## src/rtl/impl_ram_pkg.sv

```systemverilog
// impl_ram_pkg: shared master index, request struct and address range check for the RAM port arbiter
package impl_ram_pkg;
  typedef enum logic {MST_CORE = 1'b0, MST_LOADER = 1'b1} mst_e;
  typedef enum logic {LK_IDLE = 1'b0, LK_LOCKED = 1'b1} lock_e;
  localparam int unsigned AW_MAX = 64;
  typedef struct packed {
    logic [AW_MAX-1:0] addr;
    logic              we;
    logic [3:0]        be;
    logic [31:0]       wdata;
  } req_t;
  function automatic logic is_oob(input logic [AW_MAX-1:0] addr, input int unsigned maxblk);
    return (addr >> (maxblk + 2)) != '0;
  endfunction
endpackage

```

## src/rtl/impl_rr_arb2.sv

```systemverilog
// impl_rr_arb2: two-way round-robin arbiter with loader-lock override and accept gating
module impl_rr_arb2
  import impl_ram_pkg::*;
(
  input  logic       clk_i,
  input  logic       rst_i,
  input  logic [1:0] req_i,
  input  logic       lock_i,
  input  logic       accept_i,
  output logic [1:0] gnt_o,
  output mst_e       win_o
);
  mst_e ptr_q, ptr_d;
  logic any;
  always_comb begin
    win_o = lock_i ? MST_LOADER : (&req_i) ? ptr_q : req_i[1] ? MST_LOADER : MST_CORE;
    any   = accept_i & (lock_i ? req_i[1] : |req_i);
    gnt_o = any ? (win_o == MST_LOADER ? 2'b10 : 2'b01) : 2'b00;
    ptr_d = any ? (win_o == MST_LOADER ? MST_CORE : MST_LOADER) : ptr_q;
  end
  always_ff @(posedge clk_i) ptr_q <= rst_i ? MST_CORE : ptr_d;
endmodule

```

## src/rtl/impl_ram_port_arbiter.sv

```systemverilog
// impl_ram_port_arbiter: shares RAM port B between core LSU (M0) and loader/DMA (M1) with lock, range check and 1-cycle response
module impl_ram_port_arbiter
  import impl_ram_pkg::*;
#(
  parameter int unsigned ADDR_WIDTH = 22,
  parameter int unsigned MAXBLKSIZE = 17,
  parameter int unsigned RD_LATENCY = 1
) (
  input  logic                  clk_i,
  input  logic                  rst_i,
  input  logic                  m0_req_i,
  output logic                  m0_gnt_o,
  input  logic [ADDR_WIDTH-1:0] m0_addr_i,
  input  logic                  m0_we_i,
  input  logic [3:0]            m0_be_i,
  input  logic [31:0]           m0_wdata_i,
  output logic                  m0_rvalid_o,
  output logic [31:0]           m0_rdata_o,
  output logic                  m0_err_o,
  input  logic                  m1_req_i,
  output logic                  m1_gnt_o,
  input  logic [ADDR_WIDTH-1:0] m1_addr_i,
  input  logic                  m1_we_i,
  input  logic [3:0]            m1_be_i,
  input  logic [31:0]           m1_wdata_i,
  output logic                  m1_rvalid_o,
  output logic [31:0]           m1_rdata_o,
  output logic                  m1_err_o,
  input  logic                  m1_lock_i,
  output logic                  ram_en_o,
  output logic [ADDR_WIDTH-1:0] ram_addr_o,
  output logic                  ram_we_o,
  output logic [3:0]            ram_be_o,
  output logic [31:0]           ram_wdata_o,
  input  logic [31:0]           ram_rdata_i
);
  if (RD_LATENCY != 1) begin : g_bad_latency
    $error("impl_ram_port_arbiter supports RD_LATENCY=1 only");
  end
  lock_e lock_q, lock_d;
  mst_e win, owner_q;
  req_t r0, r1, rw;
  logic [1:0] gnt;
  logic lock_act, any, oob, valid_q, err_q, rd_q, rv;
  assign r0 = '{addr: AW_MAX'(m0_addr_i), we: m0_we_i, be: m0_be_i, wdata: m0_wdata_i};
  assign r1 = '{addr: AW_MAX'(m1_addr_i), we: m1_we_i, be: m1_be_i, wdata: m1_wdata_i};
  always_ff @(posedge clk_i) lock_q <= rst_i ? LK_IDLE : lock_d;
  always_comb begin
    lock_d = lock_q == LK_LOCKED ? (m1_lock_i ? LK_LOCKED : LK_IDLE)
                                 : (gnt[1] & m1_lock_i ? LK_LOCKED : LK_IDLE);
  end
  always_comb lock_act = (lock_q == LK_LOCKED) & m1_lock_i;
  impl_rr_arb2 u_arb (
    .clk_i    (clk_i),
    .rst_i    (rst_i),
    .req_i    ({m1_req_i, m0_req_i}),
    .lock_i   (lock_act),
    .accept_i (~rst_i),
    .gnt_o    (gnt),
    .win_o    (win)
  );
  always_comb begin
    rw          = win == MST_LOADER ? r1 : r0;
    oob         = is_oob(rw.addr, MAXBLKSIZE);
    any         = |gnt;
    m0_gnt_o    = gnt[0];
    m1_gnt_o    = gnt[1];
    ram_en_o    = any & ~oob;
    ram_we_o    = ram_en_o & rw.we;
    ram_addr_o  = rw.addr[ADDR_WIDTH-1:0];
    ram_be_o    = rw.be;
    ram_wdata_o = rw.wdata;
  end
  always_ff @(posedge clk_i) begin
    if (rst_i) begin
      valid_q <= 1'b0;
      err_q   <= 1'b0;
      rd_q    <= 1'b0;
      owner_q <= MST_CORE;
    end else begin
      valid_q <= any;
      err_q   <= oob;
      rd_q    <= ~rw.we;
      owner_q <= win;
    end
  end
  always_comb begin
    rv          = valid_q & ~rst_i;
    m0_rvalid_o = rv & (owner_q == MST_CORE);
    m1_rvalid_o = rv & (owner_q == MST_LOADER);
    m0_err_o    = m0_rvalid_o & err_q;
    m1_err_o    = m1_rvalid_o & err_q;
    m0_rdata_o  = m0_rvalid_o & ~err_q & rd_q ? ram_rdata_i : '0;
    m1_rdata_o  = m1_rvalid_o & ~err_q & rd_q ? ram_rdata_i : '0;
  end
endmodule

```

## config.mk

```make
export PLATFORM = sky130hd
export DESIGN_NAME = impl_ram_port_arbiter
export DESIGN_NICKNAME = d
export VERILOG_FILES = /design/src/rtl/impl_ram_pkg.sv /design/src/rtl/impl_rr_arb2.sv /design/src/rtl/impl_ram_port_arbiter.sv
export SDC_FILE = /design/constraint.sdc
export NUM_CORES = 1
export LEC_CHECK = 0
export CORE_AREA = 3 3 109 111
export CTS_CLUSTER_DIAMETER = 200
export DETAILED_ROUTE_END_ITERATION = 7
export DIE_AREA = 0 0 112 114
export PLACE_DENSITY_LB_ADDON = 0.25
export SYNTH_ARGS = -nofsm -noshare
export SYNTH_HDL_FRONTEND = slang
export SYNTH_SLANG_ARGS = --single-unit
export TNS_END_PERCENT = 50
```

## constraint.sdc

```tcl
create_clock -name clk_i -period 4.6 [get_ports clk_i]
set_clock_uncertainty 0.15 [all_clocks]
set_input_delay 1.15 -clock clk_i [delete_from_list [all_inputs] [get_ports clk_i]]
set_output_delay 1.15 -clock clk_i [all_outputs]
set_load 0.005 [all_outputs]
```

==> qor_table.md, run 1 <==
| Stage | Item | Reported |
| --- | --- | --- |
| clock network | Hold bufs inserted after CTS | 0 |
| clock network | Number of clock sinks | 6 |
| clock network | Maximum clock path buffer count | 2 |
| floorplanning | Chip Height | 114 µm |
| worst setup path | Levels on crit path | 6 |
| timing | Tightest Pin Transition | 0.430 ns |
| pwr | P_sw | 0.118 mW |
| floorplanning | IO Pins | 285 |
| worst setup path | Slowest cell on the critical path | sky130_fd_sc_hd__clkdlybuf4s50_1 |
| timing | TNS Setup | 0 ns |
| worst setup path | Signal arrival time at the worst endpoint | 3.14 ns |
| global route | Largest net degree at the start of global routing | 43 |
| detailed routing | Met3 routed WL | 986 µm |
| clock network | CTS buffer count | 3 |
| synthesis | Post-synth ARST share | 0% |
| clock network | Resized cells post-CTS | 0 |
| clock network | Worst skew pair latency | 0.22 ns |
| cells and area | P&R area growth vs syn | 202% |
| synthesis | Most instantiated flip-flop cell in the synthesis netlist | sky130_fd_sc_hd__dfxtp_1 |
| synthesis | Gate Count Post-Synth | 173 |
| synthesis | Dominant cell type by area after synthesis | sky130_fd_sc_hd__mux2_2 |
| clock network | Number of post-CTS setup repair buffers | 0 |
| clock network | Total number of H-tree levels | 1 |
| worst setup path | Cell-by-cell trace of the critical path | clkdlybuf4s50_1, nand2b_4, a21boi_4, buf_4, mux2_2, clkdlybuf4s50_1 |
| detailed routing | Drc violations | 0 |
| placement | Final HPWL DP | 8150 µm |
| synthesis | Most area-consuming cells after synthesis | sky130_fd_sc_hd__mux2_2 (44%), sky130_fd_sc_hd__and2_1 (27%), sky130_fd_sc_hd__dfxtp_1 (8.0%), sky130_fd_sc_hd__buf_6 (4.5%), sky130_fd_sc_hd__and2_2 (1.5%) |
| floorplanning | Core Footprint | 10900 µm² |
| worst setup path | Worst R2R Start | lock_q |
| global route | First-pass GRT wire length | 13200 µm |
| synthesis | Synthesis Warnings | 0 |
| pwr | Part of the power in combinational logic | 72.3% |
| timing | Crit path setup slack, layout | 0.164 ns |
| timing | Fmax achieved | 225 MHz |
| timing | Slew margin rel. | 71.1% |
| synthesis | Flip-flop and latch count after synthesis | 6 |
| detailed routing | Avg Vias per Cell | 4.00 |
| cells and area | Share of post-route cells with drive strength above 1 | 17.0% |
| global route | Number of global-route vias before repair | 2485 |
| synthesis | Most used standard cells in the synthesized netlist | sky130_fd_sc_hd__and2_1 (64), sky130_fd_sc_hd__mux2_2 (59), sky130_fd_sc_hd__buf_6 (6), sky130_fd_sc_hd__dfxtp_1 (6), sky130_fd_sc_hd__nor2_1 (5) |
| pwr | Lkg Pwr | 1.70 nW |
| cells and area | Post-layout net count | 610 |
| clock network | Clock input transition at the sequential cells of the worst setup and hold paths | 0.04 ns |
| clock network | Clock root buffer master | sky130_fd_sc_hd__clkbuf_8 |
| synthesis | Post-synthesis instance area | 1500 µm² |
| placement | Input/output buffers | 284 |
| worst setup path | Worst path max stage delay | 0.55 ns |
| hold path | Hold Path Stages | 2 |
| worst setup path | Critical path fanouts, max | 20 |
| worst setup path | Data required time of the critical path | 3.30 ns |
| pwr | Sequential cell fraction of total power | 11.9% |
| pwr | Power per cell area | 109 nW/µm² |
| global route | Initial antenna violation count | 0 |
| pwr | Int Power | 0.374 mW |
| hold path | Path category of the worst min-delay check | register to register |
| detailed routing | Post-detailed-route count of antenna-violating nets | 0 |
| worst setup path | Reg2Reg Depth | 4 |
| placement | Setup Slack @ Placement | 0.145 ns |
| run | # Max-Cap Violations | 0 |
| run status | Status | completed |
| placement | Last weighted congestion value of the routability-driven placer | 0.845 |
| timing | Final Hold Fails | 0 |
| detailed routing | Met2 WL | 5060 µm |
| clock network | CTS tree | yes |
| cells and area | Area of combinational cells with multiple inputs | 1280 µm² |
| pwr | Switching share of total power | 24.0% |
| synthesis | Total nets after synthesis | 328 |
| synthesis | Average cell area after synthesis | 8.65 µm² |
| worst setup path | Critical path class | primary input to output pin |
| timing | Min Clock Period, post-route | 4.44 ns |
| worst setup path | Startpoint types | primary input |
| floorplanning | Starting Density | 13.7% |
| pwr | Worst vdd rail ir drop | 0.0789 mV |
| pwr | Part of the power in the clock network | 15.8% |
| detailed routing | Highest metal layer used by the detailed router | met4 |
| cells and area | Register cell area after layout | 120 µm² |
| cells and area | Diode insertion count for antenna repair | 0 |
| hold path | Worst hold path startpoint | u_arb.ptr_q |
| timing | RSZ-0062 raised after global routing | false |
| floorplanning | Area enclosed by the die boundary | 12800 µm² |
| timing | Portion of the clock cycle consumed by the worst path in the final layout | 96.4% |
| synthesis | Fraction of synthesized cell area taken by the top area cell type | 44.4% |
| worst setup path | Dominant delay contributor by cell family on the critical path | buffers and inverters |
| detailed routing | Number of violations reported at the end of detailed-routing iteration 0 | 63 |
| worst setup path | CP Buf/Inv Count | 3 |
| detailed routing | Routed met1 length | 2990 µm |
| floorplanning | Site row count | 38 |
| synthesis | Number of enable-type register cells in the synthesized netlist | 0 |
| timing | Final Max Slew Viols | 0 |
| cells and area | Count of filler cells inserted in the layout | 1109 |
| synthesis | Unique masters post-synth | 27 |
| global route | Combined global-route utilization of all metal layers | 12.9% |
| detailed routing | Routed length per instance | 15.5 µm |
| worst setup path | Timing startpoint of the critical path | m0_req_i |
| worst setup path | Crit. End Element | output pin |
| timing | Setup violation total in the final timing report | 0 |
| detailed routing | Total iterations of the first detailed-routing run | 4 |
| synthesis | Post-synthesis sequential area ratio | 8.03% |
| global route | Aggregate global routing overflow | 0 |
| detailed routing | Post-Route WL | 9170 µm |
| synthesis | Most frequent cell after synthesis | sky130_fd_sc_hd__and2_1 |
| detailed routing | Overall via count from detail_route | 2374 |
| worst setup path | Most prevalent standard cell on the critical path | sky130_fd_sc_hd__clkdlybuf4s50_1 |
| floorplanning | Die width | 112 µm |
-- worst paths after layout --
path / to / slack (ns)
worst max-delay path: ram_addr_o[20] / 0.16
worst min-delay path: u_arb.ptr_q / 0.41
worst max register to register: rd_q / 3.22
worst min register to register: u_arb.ptr_q / 0.41
-- flip-flops by register name, summed over array words and instances (netlist names) --
register	flops
err_q	1
lock_q	1
owner_q	1
rd_q	1
u_arb.ptr_q	1
valid_q	1
-- power by group through the flow --
stage	Sequential [mW]	Combinational [mW]	Clock [mW]
floorplan	0.0587	0.106	0
global placement	0.0592	0.359	0
detailed placement	0.0593	0.360	0
CTS	0.0585	0.363	0.0804
global route	0.0589	0.381	0.0841
finish	0.0585	0.356	0.0776
-- routing by layer --
layer,vias to the layer above,GRT usage [%]
met4,0,3.21
met3,10,3.77
li1,1147,-
met5,-,0
met1,1043,12.0
met2,174,27.1
-- metrics by stage --
stage | power [mW] | cell area [µm²] | std cells | utilization, % | hold slack (ns)
after floorplan | 0.164 | 1500 | 173 | - | 0.350
after global placement | 0.418 | 4480 | 590 | 41.2 | 0.383
after detailed placement | 0.420 | 4480 | 590 | 41.2 | 0.407
after CTS | 0.502 | 4520 | 593 | 41.6 | 0.412
after global routing | 0.524 | 4520 | 593 | 41.6 | 0.427
final | 0.492 | 4520 | 593 | 41.6 | 0.414
-- worst register-to-register path: stages (launching register included) --
cell and delay [ns]:
sky130_fd_sc_hd__dfxtp_1 0.32, sky130_fd_sc_hd__nand2_1 0.11, sky130_fd_sc_hd__a21boi_4 0.23, sky130_fd_sc_hd__buf_4 0.32, sky130_fd_sc_hd__a211oi_1 0.12
-- layout make-up --
type                            instances  area share, %
Tap cell                              140           3.87
Inverter                                1         0.0830
Sequential cell                         6           2.65
Multi-Input combinational cell        154           28.3
Clock buffer                            3          0.913
Timing Repair Buffer                  289           64.2
-- cells in the final DEF (no fill, tap or decap), types with 2 or more instances in the layout --
| master | instances |
|---|---|
| sky130_fd_sc_hd__clkdlybuf4s50_1 | 284 |
| sky130_fd_sc_hd__buf_4 | 3 |
| sky130_fd_sc_hd__mux2_2 | 59 |
| sky130_fd_sc_hd__clkbuf_8 | 3 |
| sky130_fd_sc_hd__nor3_1 | 2 |
| sky130_fd_sc_hd__and2_2 | 3 |
| sky130_fd_sc_hd__nand3_1 | 2 |
| sky130_fd_sc_hd__buf_12 | 2 |
| sky130_fd_sc_hd__nand2_1 | 2 |
| sky130_fd_sc_hd__nor2_1 | 5 |
| sky130_fd_sc_hd__dfxtp_1 | 6 |
| sky130_fd_sc_hd__a21oi_1 | 3 |
| sky130_fd_sc_hd__and2_1 | 64 |
-- cell families (layout without fill, tap and decap cells) --
family | count (synthesis) | after routing | share of synthesized area [%]
compound gates | 6 | 6 | 3.34
flops | 6 | 6 | 8.03
buf+inv | 13 | 293 | 6.52
mux | 60 | 60 | 45.1
simple gates | 88 | 88 | 37.0
Power figures use the tool's default switching activity.
==> run 2, diff against run 1 <==
--- a/config.mk
+++ b/config.mk
@@ -5,10 +5,11 @@
 export SDC_FILE = /design/constraint.sdc
 export NUM_CORES = 1
 export LEC_CHECK = 0
-export CORE_AREA = 3 3 109 111
+export ABC_AREA = 1
+export CORE_AREA = 3 3 110 112
 export CTS_CLUSTER_DIAMETER = 200
 export DETAILED_ROUTE_END_ITERATION = 7
-export DIE_AREA = 0 0 112 114
+export DIE_AREA = 0 0 113 115
 export PLACE_DENSITY_LB_ADDON = 0.25
 export SYNTH_ARGS = -nofsm -noshare
 export SYNTH_HDL_FRONTEND = slang
==> run 2 against run 1 <==
- final cell count up 27%
- die area grew 1.8%
- combinational power grew 12%
- critical path type unchanged
- critical endpoint is now ram_we_o
==> qor_table.md, run 2 <==
| Stage | Item | Reported | vs previous |
| --- | --- | --- | --- |
| timing | Final Max Slew Viols | 0 | unchanged |
| timing | Portion of the clock cycle consumed by the worst path in the final layout | 93.9% | -2.6 points |
| detailed routing | Total iterations of the first detailed-routing run | 4 | unchanged |
| global route | Largest net degree at the start of global routing | 56 | +30% |
| global route | Combined global-route utilization of all metal layers | 12.9% | +0.039 points |
| timing | Min Clock Period, post-route | 4.32 ns | -0.118 ns |
| synthesis | Post-synthesis share of cell area spent on and, or, nand and nor gates | 69.1% | +32 points |
| synthesis | Parity-gate share of the synthesized area counting xor and xnor cells | 0% | unchanged |
| timing | Setup violation total in the final timing report | 0 | unchanged |
| run | # Max-Cap Violations | 0 | unchanged |
| worst setup path | Startpoint types | primary input |  |
| synthesis | Complex-gate fraction of the synthesized area | 1.65% | -1.7 points |
| synthesis | Dominant cell type by area after synthesis | sky130_fd_sc_hd__nand2_1 |  |
| global route | First-pass GRT wire length | 13400 µm | +2.0% |
| clock network | Clock root buffer master | sky130_fd_sc_hd__clkbuf_16 |  |
| detailed routing | Routed length per instance | 12.6 µm | -18% |
| timing | TNS Setup | 0 ns | unchanged |
| synthesis | Post-synthesis mux area share | 0% | -45 points |
| synthesis | Flip-flop and latch count after synthesis | 6 | unchanged |
| cells and area | Diode insertion count for antenna repair | 0 | unchanged |
| synthesis | Adder-Cell Fraction of Synth Area | 0% | unchanged |
| clock network | Number of post-CTS setup repair buffers | 0 | unchanged |
| detailed routing | Post-Route WL | 9510 µm | +3.7% |
| synthesis | Post-synthesis sequential area ratio | 7.53% | -0.50 points |
| synthesis | Post-synthesis instance area | 1600 µm² | +6.6% |
| global route | Number of global-route vias before repair | 2681 | +7.9% |
| synthesis | Post-synth ARST share | 0% | unchanged |
| cells and area | Count of filler cells inserted in the layout | 1207 | +8.8% |
| worst setup path | Worst path max stage delay | 0.54 ns | about the same |
| clock network | CTS buffer count | 3 | unchanged |
| clock network | Clock input transition at the sequential cells of the worst setup and hold paths | 0.03 ns | about the same |
| clock network | Total number of H-tree levels | 1 | unchanged |
| floorplanning | Chip Height | 115 µm | +0.88% |
| synthesis | Most frequent cell after synthesis | sky130_fd_sc_hd__nand2_1 |  |
| worst setup path | R2r setup slk | 3.18 ns | -0.04 ns |
| clock network | Worst skew pair latency | 0.23 ns | about the same |
| global route | Initial antenna violation count | 0 | unchanged |
| synthesis | Total nets after synthesis | 491 | +50% |
| pwr | Worst vdd rail ir drop | 0.100 mV | +27% |
| synthesis | Largest family of logic cells by synthesized area | simple AND/OR/NAND/NOR gates |  |
| worst setup path | Crit. End Element | output pin |  |
| run status | Status | completed |  |
| floorplanning | IO Pins | 285 | unchanged |
| synthesis | Gate Count Post-Synth | 336 | +94% |
| floorplanning | Area enclosed by the die boundary | 13000 µm² | +1.8% |
| timing | Crit path setup slack, layout | 0.282 ns | +0.118 ns |
| placement | Final HPWL DP | 8560 µm | +5.0% |
| detailed routing | Overall via count from detail_route | 2904 | +22% |
| clock network | Number of clock sinks | 6 | unchanged |
| detailed routing | Drc violations | 0 | unchanged |
| worst setup path | Critical path fanouts, max | 7 | -65% |
| placement | Input/output buffers | 284 | unchanged |
| placement | Setup Slack @ Placement | 0.254 ns | +0.109 ns |
| detailed routing | Post-detailed-route count of antenna-violating nets | 0 | unchanged |
| synthesis | Average cell area after synthesis | 4.75 µm² | -45% |
| cells and area | Most common library cell in the layout ignoring fill and taps | sky130_fd_sc_hd__clkdlybuf4s50_1 |  |
| timing | Fmax achieved | 232 MHz | +2.7% |
| synthesis | Most used standard cells in the synthesized netlist | sky130_fd_sc_hd__nand2_1 (176), sky130_fd_sc_hd__inv_1 (45), sky130_fd_sc_hd__nor2_1 (38), sky130_fd_sc_hd__nor2_2 (30), sky130_fd_sc_hd__buf_6 (10) |  |
| synthesis | Number of enable-type register cells in the synthesized netlist | 0 | unchanged |
| timing | Tightest Pin Transition | 0.352 ns | -0.0785 ns |
| synthesis | Fraction of synthesized cell area taken by the top area cell type | 41.4% | -3.0 points |
| clock network | Maximum clock path buffer count | 2 | unchanged |
| worst setup path | Most prevalent standard cell on the critical path | sky130_fd_sc_hd__clkdlybuf4s50_1 |  |
| hold path | Hold Path Stages | 2 | unchanged |
| timing | RSZ-0062 raised after global routing | false |  |
| clock network | CTS tree | yes |  |
| synthesis | Synthesis Warnings | 0 | unchanged |
| placement | Last weighted congestion value of the routability-driven placer | 0.880 | +4.2% |
| timing | Hold slack final | 0.323 ns | -0.0908 ns |
| cells and area | Register cell area after layout | 120 µm² | unchanged |
| cells and area | Area of combinational cells with multiple inputs | 1130 µm² | -12% |
| cells and area | Share of post-route cells with drive strength above 1 | 8.20% | -8.8 points |
| floorplanning | Starting Density | 14.1% | +0.35 points |
| floorplanning | Core Footprint | 11300 µm² | +4.0% |
| worst setup path | Data required time of the critical path | 3.30 ns | about the same |
| synthesis | Most instantiated flip-flop cell in the synthesis netlist | sky130_fd_sc_hd__dfxtp_1 |  |
| synthesis | Unique masters post-synth | 22 | -19% |
| worst setup path | Critical path class | primary input to output pin |  |
| pwr | Power per cell area | 129 nW/µm² | +19% |
| clock network | Hold bufs inserted after CTS | 0 | unchanged |
| detailed routing | Avg Vias per Cell | 3.86 | -3.7% |
| timing | Slew margin rel. | 76.3% | +5.2 points |
| synthesis | Most area-consuming cells after synthesis | sky130_fd_sc_hd__nand2_1 (41%), sky130_fd_sc_hd__nor2_2 (12%), sky130_fd_sc_hd__inv_1 (11%), sky130_fd_sc_hd__nor2_1 (8.9%), sky130_fd_sc_hd__dfxtp_1 (7.5%) |  |
| pwr | Lkg Pwr | 2.15 nW | +26% |
| floorplanning | Site row count | 39 | +2.6% |
| cells and area | P&R area growth vs syn | 189% |  |
| floorplanning | Die width | 113 µm | +0.89% |
| clock network | Resized cells post-CTS | 0 | unchanged |
| timing | Final Hold Fails | 0 | unchanged |
| worst setup path | Signal arrival time at the worst endpoint | 3.02 ns | -0.12 ns |
| global route | Aggregate global routing overflow | 0 | unchanged |
| cells and area | Most frequent cells in the layout | sky130_fd_sc_hd__clkdlybuf4s50_1 (284), sky130_fd_sc_hd__nand2_1 (176), sky130_fd_sc_hd__inv_1 (45), sky130_fd_sc_hd__nor2_1 (38), sky130_fd_sc_hd__nor2_2 (30) |  |
| worst setup path | Cell-by-cell trace of the critical path | clkdlybuf4s50_1, nand2_1, nand2_2, nand2_4, o21ai_1, nand4_1, nor2_1, clkdlybuf4s50_1 |  |
| detailed routing | Number of violations reported at the end of detailed-routing iteration 0 | 116 | +84% |
| hold path | Path category of the worst min-delay check | register to register |  |
| worst setup path | Slowest cell on the critical path | sky130_fd_sc_hd__clkdlybuf4s50_1 |  |
| cells and area | Post-layout net count | 767 | +26% |
| worst setup path | Reg2Reg Depth | 7 | +3 |
-- run 2: cell types whose count changed in the layout (fill, tap and decap cells not counted), sizes merged, moves of 2 or more --
cell	previous run	this run
nand3	2	6
nand2	3	179
mux2	59	0
nor3b	2	0
inv	1	49
a21oi	3	1
o21ai	0	2
and2	67	1
nor3	3	1
nor2	5	69
nor2b	2	0
-- run 2: routing by layer --
metal	GRT usage, %	wire (µm)
met3	4.74	1150
met2	26.9	5110
met5	0	0
met1	12.0	3150
met4	2.48	91
-- run 2: area by class of cell --
cell class              count  area share (%)
multi-input cells         263            24.4
inverters                  49            3.98
well taps                 143            3.88
flip-flops and latches      6            2.60
repair buffers            289            63.5
clock buffers               3            1.63
-- run 2: worst paths after layout --
kind,from,to
min reg2reg,u_arb.ptr_q,u_arb.ptr_q
max,m0_req_i,ram_we_o
min,u_arb.ptr_q,u_arb.ptr_q
max reg2reg,u_arb.ptr_q,rd_q
-- run 2: power by group --
group          switching [mW]  internal, mW
Clock                  0.0282         0.111
Combinational           0.144         0.255
Sequential            0.00212        0.0564
Total                   0.174         0.423
-- run 2: metrics by stage --
stage	area [µm²]	instances	total power, mW	util [%]
6_report	4620	753	0.597	40.8
5_1_grt	4620	753	0.636	40.8
4_1_cts	4620	753	0.607	40.8
3_5_place_dp	4540	750	0.465	40.1
3_3_place_gp	4540	750	0.463	40.1
2_1_floorplan	1600	336	0.182	-
-- run 2: cell families (layout without fill, tap and decap cells) --
family,count (synthesis),count (layout)
buffers and inverters,67,341
DFF,6,6
AOI/OAI and AO/OA,4,4
and+or+nand+nor,259,259
-- run 2: critical path: cells and delay by family --
kind | cells | cell delay (ns)
compound gates | 1 | 0.26
simple gates | 5 | 0.56
buf+inv | 2 | 1.06
